[src/rtl/sync_fifo_pkg.sv]
// Shared constants and helpers for the parametrised synchronous FIFO.
// Read-mode selectors and the address-width helper used by the FIFO and its RAM.
package sync_fifo_pkg;

    localparam int FIFO_MODE_STD  = 0;
    localparam int FIFO_MODE_FWFT = 1;

    // Address width for a given depth; never less than one bit.
    function automatic int fifo_addr_w(input int depth);
        return (depth > 1) ? $clog2(depth) : 1;
    endfunction

endpackage

[src/rtl/sync_fifo_param_mem.sv]
// Simple dual-port storage array for the FIFO.
// It has one synchronous write port and one asynchronous read port.
module fifo_mem
    import sync_fifo_pkg::*;
#(
    parameter int DATA_W = 8,
    parameter int DEPTH  = 256
) (
    input  logic                          clk,
    input  logic                          i_we,
    input  logic [fifo_addr_w(DEPTH)-1:0] i_waddr,
    input  logic [DATA_W-1:0]             i_wdata,
    input  logic [fifo_addr_w(DEPTH)-1:0] i_raddr,
    output logic [DATA_W-1:0]             o_rdata
);

    logic [DATA_W-1:0] r_mem [DEPTH];

    // Contents are deliberately not reset; the pointers define what is valid.
    always_ff @(posedge clk) begin
        if (i_we) begin
            r_mem[i_waddr] <= i_wdata;
        end
    end

    assign o_rdata = r_mem[i_raddr];

endmodule

[src/rtl/sync_fifo_param.sv]
// Single-clock FIFO with configurable width, depth, read mode and thresholds.
// It provides an occupancy count, sticky overflow/underflow and full DEPTH capacity.
module sync_fifo_param
    import sync_fifo_pkg::*;
#(
    parameter int DATA_W    = 8,
    parameter int DEPTH     = 256,
    parameter int FWFT      = FIFO_MODE_STD,
    parameter int AFULL_TH  = DEPTH - 4,
    parameter int AEMPTY_TH = 4
) (
    input  logic                        clk,
    input  logic                        rst,
    input  logic                        wr,
    input  logic [DATA_W-1:0]           din,
    input  logic                        rd,
    output logic [DATA_W-1:0]           dout,
    output logic                        full,
    output logic                        empty,
    output logic                        almost_full,
    output logic                        almost_empty,
    output logic [fifo_addr_w(DEPTH):0] count,
    output logic                        overflow,
    output logic                        underflow
);

    localparam int ADDR_W = fifo_addr_w(DEPTH);
    localparam int CNT_W  = ADDR_W + 1;

    if ((DEPTH < 4) || ((DEPTH & (DEPTH - 1)) != 0) || (AEMPTY_TH <= 0) ||
        (AEMPTY_TH >= AFULL_TH) || (AFULL_TH > DEPTH) ||
        ((FWFT != FIFO_MODE_STD) && (FWFT != FIFO_MODE_FWFT))) begin : g_bad_params
        $fatal(1, "sync_fifo_param: illegal parameter set");
    end

    logic [ADDR_W-1:0] r_wptr;
    logic [ADDR_W-1:0] r_rptr;
    logic [CNT_W-1:0]  r_count;
    logic              r_overflow;
    logic              r_underflow;
    logic              w_wr_ok;
    logic              w_rd_ok;
    logic [DATA_W-1:0] w_rdata;

    // Handshake: wr/rd are one-cycle requests; a request is accepted at the edge
    // only if !full / !empty beforehand, otherwise it is dropped and flagged sticky.
    assign w_wr_ok = wr && !full;
    assign w_rd_ok = rd && !empty;

    always_ff @(posedge clk) begin
        if (rst) begin
            r_wptr      <= '0;
            r_rptr      <= '0;
            r_count     <= '0;
            r_overflow  <= 1'b0;
            r_underflow <= 1'b0;
        end else begin
            if (w_wr_ok) begin
                r_wptr <= r_wptr + ADDR_W'(1);
            end
            if (w_rd_ok) begin
                r_rptr <= r_rptr + ADDR_W'(1);
            end
            case ({w_wr_ok, w_rd_ok})
                2'b10:   r_count <= r_count + CNT_W'(1);
                2'b01:   r_count <= r_count - CNT_W'(1);
                default: r_count <= r_count;
            endcase
            if (wr && full) begin
                r_overflow <= 1'b1;
            end
            if (rd && empty) begin
                r_underflow <= 1'b1;
            end
        end
    end

    fifo_mem #(
        .DATA_W (DATA_W),
        .DEPTH  (DEPTH)
    ) u_mem (
        .clk     (clk),
        .i_we    (w_wr_ok),
        .i_waddr (r_wptr),
        .i_wdata (din),
        .i_raddr (r_rptr),
        .o_rdata (w_rdata)
    );

    if (FWFT == FIFO_MODE_FWFT) begin : g_fwft
        assign dout = w_rdata;
    end else begin : g_std
        logic [DATA_W-1:0] r_dout;

        always_ff @(posedge clk) begin
            if (rst) begin
                r_dout <= '0;
            end else if (w_rd_ok) begin
                r_dout <= w_rdata;
            end
        end

        assign dout = r_dout;
    end

    assign count        = r_count;
    assign full         = (r_count == CNT_W'(DEPTH));
    assign empty        = (r_count == '0);
    assign almost_full  = (r_count >= CNT_W'(AFULL_TH));
    assign almost_empty = (r_count <= CNT_W'(AEMPTY_TH));
    assign overflow     = r_overflow;
    assign underflow    = r_underflow;

endmodule

[config.mk]
export PLATFORM = sky130hd
export DESIGN_NAME = sync_fifo_param
export DESIGN_NICKNAME = d
export VERILOG_FILES = /design/src/rtl/sync_fifo_pkg.sv /design/src/rtl/sync_fifo_param_mem.sv /design/src/rtl/sync_fifo_param.sv
export SDC_FILE = /design/constraint.sdc
export NUM_CORES = 2
export LEC_CHECK = 0
export ABC_AREA = 1
export BUFFER_PORTS_ARGS = -buffer_cell sky130_fd_sc_hd__clkbuf_2
export CAP_MARGIN = 30
export CELL_PAD_IN_SITES_DETAIL_PLACEMENT = 0
export CELL_PAD_IN_SITES_GLOBAL_PLACEMENT = 1
export CORE_MARGIN = 8
export CORE_UTILIZATION = 52
export CTS_CLUSTER_SIZE = 40
export DETAILED_ROUTE_END_ITERATION = 6
export HOLD_SLACK_MARGIN = 0.08
export PLACE_DENSITY = 0.79
export SYNTH_ARGS = -nofsm -noshare
export SYNTH_HDL_FRONTEND = slang
export SYNTH_HIERARCHICAL = 1
export SYNTH_SLANG_ARGS = --single-unit
[constraint.sdc]
create_clock -name clk -period 3.14 [get_ports clk]
set_clock_uncertainty 0.05 [all_clocks]
set_input_delay 0.471 -clock clk [delete_from_list [all_inputs] [get_ports clk]]
set_output_delay 0.471 -clock clk [all_outputs]
set_load 0.05 [all_outputs]
---- Yosys cells after proc, flatten, opt, wreduce, memory -nomap -nowiden ----
Memories as Yosys holds them, arrays and structs flattened. A register that Yosys moved wholly into a read port is not among the register bits.
Cells that the tools add are included.
Widths: inputs -> output; s select.
word-level totals
  bits in registers ....................... 27
  RAM bits ................................ 2,048
  output and inout port bits .............. 23
  word-level logic and storage cells ...... 26
  memories kept ........................... 1
memory list
  name         words  bits a word  read ports  clocked after Yosys merged registers in  wr ports  line                       text
  u_mem.r_mem  256    8            1           1                                        1         sync_fifo_param_mem.sv:17  logic [DATA_W-1:0] r_mem [DEPTH];
cells by class
  add/subtract/negate cells ............... 4
  magnitude comparators ................... 2
  equal/unequal tests ..................... 3
  mux-type cells .......................... 3
  reductions and logical operators ........ 8
operators with widths
  kind                 count
  $pmux 9 s2           1
  $add 8x1->8 const B  2
  $add 9x1->9 const B  1
  $eq 9x9->1 const B   1
  $ge 9x8->1 const B   1
  $le 9x3->1 const B   1
  $logic_not 9->1      1
  $sub 9x1->9 const B  1
  $logic_and 1x1->1    4
  $eq 2x1->1 const B   1
  $eq 2x2->1 const B   1
  $logic_not 1->1      2
  $mux 1               2
  $reduce_bool 2->1    1

---- Longest topological paths before layout ----
  word-level depth ........................ 5
  gate-level depth with buffers ........... 17
  depth with buffers taken out ............ 16

---- Cells and area by module ----
The synthesis kept the hierarchy.
modules (own cells, without submodules)
  module           instances  cells each  area each (sq um)
  fifo_mem         1          6,995       83,236.1
  sync_fifo_param  1          297         2,070.7

---- Least setup slack after synthesis ----
No wires, ideal clock.
  path kind ............................... flip-flop to output port
  start point ............................. register r_count[7] (netlist: count[7])
  end point ............................... output almost_full
  arrival time ............................ 2,543 ps
  required time ........................... 2,619 ps
  path slack .............................. 76 ps
  stages on the path, launching flop included .. 3
  cells stage by stage .................... dfxtp_1 > inv_1 > o41ai_1
on the way
  longest elaborated chain between the ends .. 1
ends and longest elaborated chain
  element                 line                    text
  start, declared         sync_fifo_param.sv:38   logic [CNT_W-1:0] r_count;
  start signal, assigned  sync_fifo_param.sv:65   2'b10: r_count <= r_count + CNT_W'(1);
  start signal, assigned  sync_fifo_param.sv:66   2'b01: r_count <= r_count - CNT_W'(1);
  start signal, assigned  sync_fifo_param.sv:67   default: r_count <= r_count;
  $ge 9x8->1              sync_fifo_param.sv:109  assign almost_full = (r_count >= CNT_W'(AFULL_TH));
  end, declared           sync_fifo_param.sv:20   output logic almost_full,
Every way passes these cells.

==> impl_results.md <==
* Status: finished, violations left
* Failing checks: design-rule violations
* Initial core utilization at 0.524
* Vias in the first global route at roughly 55000
* CTS clock-pin slew for the worst setup and hold paths at roughly 60 ps
* Yosys top cell area share at 0.721
* Crit share post-route at 0.959
* # setup viols final at 0
* Fin nets at around 7500
* Required time worst endpoint at 3860 ps
* Pwr Total at just under 70 mW
* Largest net degree at the start of global routing at ~110
* Fin crit period at approximately 3000 ps
* Initial drt markers at a little over 7000
* Main area contributors after synthesis: edfxtp_1, nand3_1, nand2_1
* Crit-path max FO at 48
* Core area at ~160000 um^2
* HPWL Detailed at roughly 140 mm
* Placed Instance Area at 90400 um^2
* Row Count at approximately 150
* Post-synthesis net count at around 7300
* # DRC at 8
* Final ANT Viol Nets at 0
* TritonCTS Buffers at just over 200
* Worst-Margin Slew at around 990 ps
* CP arrival at 3730 ps
* EDFF count, synth at approximately 2000
* Routability cong. at between 0.8 and 0.9
* Fin. Hold Viols at 0
* Relative slew slack at 0.336
* Setup TNS Final at 0 ps
* Ys async rst share at 0
* Global-route wire length before repair at 351 mm
* Vias per inst at just under 6
* Die area at roughly 180000 um^2
* CP Launch Type: flip-flop
* Crit Reg-Reg Startpoint: r_rptr[0]$_SDFFE_PP0P_
* Max Clk Rate at approximately 330 MHz
* Ports at 35
* Hold depth at 1
* Clk sinks at approximately 2100
* Min-delay src: din[2]
* Primary FF master, synth: edfxtp_1
* Hold Path Sink: u_mem/r_mem[211][2]$_DFFE_PP_
* Total wire length at approximately 240 mm
* Total number of H-tree levels at 4
* RSZ-0062 raised after global routing: no
* GRT overflow at 0
* Wire per inst at roughly 24 um
* Initial antenna violation count at 3
* PortBufs at 34
* Worst VDD drop at approximately 560 uV
* Clk root buf: clkbuf_16
* Worst Hold Class: input port to flip-flop
* Die height at about 420 um
* Cell variety after synth at 31
* Syn_area_per_cell at ~12 um^2
* Yosys warning count at 6
* Die width at 421 um
* Worst-Skew Late Latency at 830 ps
* Post-synthesis cell count at approximately 7300
* Synth area leader: edfxtp_1
* TritonCTS clock tree: done
* # Max-Cap Violations at 0
* Gr usage total at 0.257
* Worst reg2reg path depth at 14
* Fin util at 0.597
* Crit. End Element: flip-flop
* Clock buffer depth at 3
* Critical path type: flip-flop to flip-flop
* First drt pass iteration count at 7
* Vias at 57400
* PwrDens at 715 nW/um^2
* Register area share after synthesis at 0.729
* WHS at around 160 ps
* Final instance area at between 90000 and 100000 um^2
* Mapped cell area at 85300 um^2
* Final Max Tran Viols at 0
* Worst reg-to-reg setup slack at between 100 and 150 ps
* Share of cells above drive strength 1 at 0.108
* Synth-to-Final Area Change at 13.9%
* Static leakage power at about 35 nW
* Reg2reg end: dout[1]$_SDFFE_PP0P_
* Yosys reg bits at between 2000 and 2500
==> per-layer routing <==
metal,vias to the layer above,share of wire,GRT usage
met5,-,0,0
met4,0,0.034,0.0853
met3,429,0.091,0.0446
met2,2727,0.47,0.413
met1,28000,0.40,0.359
li1,26200,-,-
==> through the flow <==
| step | instances | setup WS (ps) |
|---|---|---|
| after floorplan | 7292 | 76.5 |
| after global placement | 9478 | 93.3 |
| after detailed placement | 9479 | 149 |
| after CTS | 9868 | 120 |
| after global routing | 9872 | 5.83 |
| final | 9873 | 128 |
==> cell type report <==
type	count	area, um^2
fill	12800	65600
antenna	1	2.50
tap	2175	2720
inverter	86	367
multi-input combinational	4634	20300
clock buffer	258	5420
clock inverter	124	1190
sequential	2083	62200
timing repair buffer	511	4890
timing repair inverter	1	11.3
==> power breakdown <==
| group | internal, mW | switching (mW) |
|---|---|---|
| logic | 4.22 | 10.2 |
| registers | 30.7 | 0.232 |
| clock network | 13.7 | 10.5 |
| total | 48.5 | 20.9 |
==> cells in the mapped netlist (5+ instances only) <==
cell type  instances
buf_2            268
buf_1             41
nand2_1         2193
inv_1             82
buf_6             17
ha_1              10
clkbuf_1         115
nor2_1           318
a21oi_1           23
xor2_1             7
dfxtp_1           35
edfxtp_1        2048
o21ai_0           19
nand3_1         2036
xnor2_1            5
buf_4             47
==> cells in the final DEF, fill, tap and decap left out, types with 5 or more instances in the layout <==
cell	n
bufinv_16	17
clkbuf_2	26
edfxtp_1	2048
xor2_1	7
clkinv_1	49
clkinv_16	5
nand2_1	2186
nand2_2	7
nor2_1	318
dlygate4sd3_1	7
dfxtp_4	5
xnor2_1	5
buf_4	386
a21oi_1	23
buf_8	8
dfxtp_1	29
clkbuf_1	45
clkbuf_8	7
clkinv_2	39
clkbuf_16	206
buf_12	83
o21ai_0	19
nand3_1	2036
ha_1	10
inv_1	80
inv_6	7
==> what timing repair did <==
action | 4_1_cts | 5_1_grt
endpoints found under the setup margin | 0 | 2
gates resized for setup | 0 | 1
endpoints found under the hold margin | 244 | 0
buffers inserted | 0 | 3
hold buffers | 7 | 0
==> worst max-delay path by stage <==
stage,start,end,slack (ps),depth (start not counted)
final,r_rptr[0]$_SDFFE_PP0P_,dout[1]$_SDFFE_PP0P_,130,14
after global routing,r_rptr[1]$_SDFFE_PP0P_,dout[1]$_SDFFE_PP0P_,6,14
after detailed placement,r_rptr[0]$_SDFFE_PP0P_,dout[1]$_SDFFE_PP0P_,150,15
after global placement,r_rptr[0]$_SDFFE_PP0P_,dout[1]$_SDFFE_PP0P_,90,15
after CTS,r_rptr[0]$_SDFFE_PP0P_,dout[1]$_SDFFE_PP0P_,120,15
after floorplan,count[7]$_SDFFE_PP0P_,almost_full,80,2
==> cell families (layout without fill, tap and decap cells) <==
| logic type | after synthesis | after routing | share of synthesized area |
|---|---|---|---|
| XOR/XNOR | 12 | 12 | 0.00123 |
| buffers and inverters | 575 | 980 | 0.0330 |
| adder cells (fa/ha/maj) | 11 | 11 | 0.00170 |
| AO/OA/AOI/OAI | 48 | 48 | 0.00331 |
| other | 0 | 1 | 0 |
| AND/OR/NAND/NOR | 4563 | 4563 | 0.232 |
| flip-flops | 2083 | 2083 | 0.729 |
==> flip-flops by register name (all words and copies together) (netlist names) <==
signal and flops:
u_mem/r_mem 2048, count 9, dout 8, r_rptr 8
r_wptr 8, overflow 1, underflow 1
==> critical path: stages (launching register included) <==
cell and delay, ps:
dfxtp_4 470, buf_12 160, buf_4 460, nand2_1 120, nand3_1 110, nand3_1 110, nand3_1 140, nand3_1 130
nand3_1 200, nand3_1 300, nand2_1 210, nand2_1 120, nand2_1 100, o21ai_0 90, nor2_1 120
(Power assumes the default switching activity.)
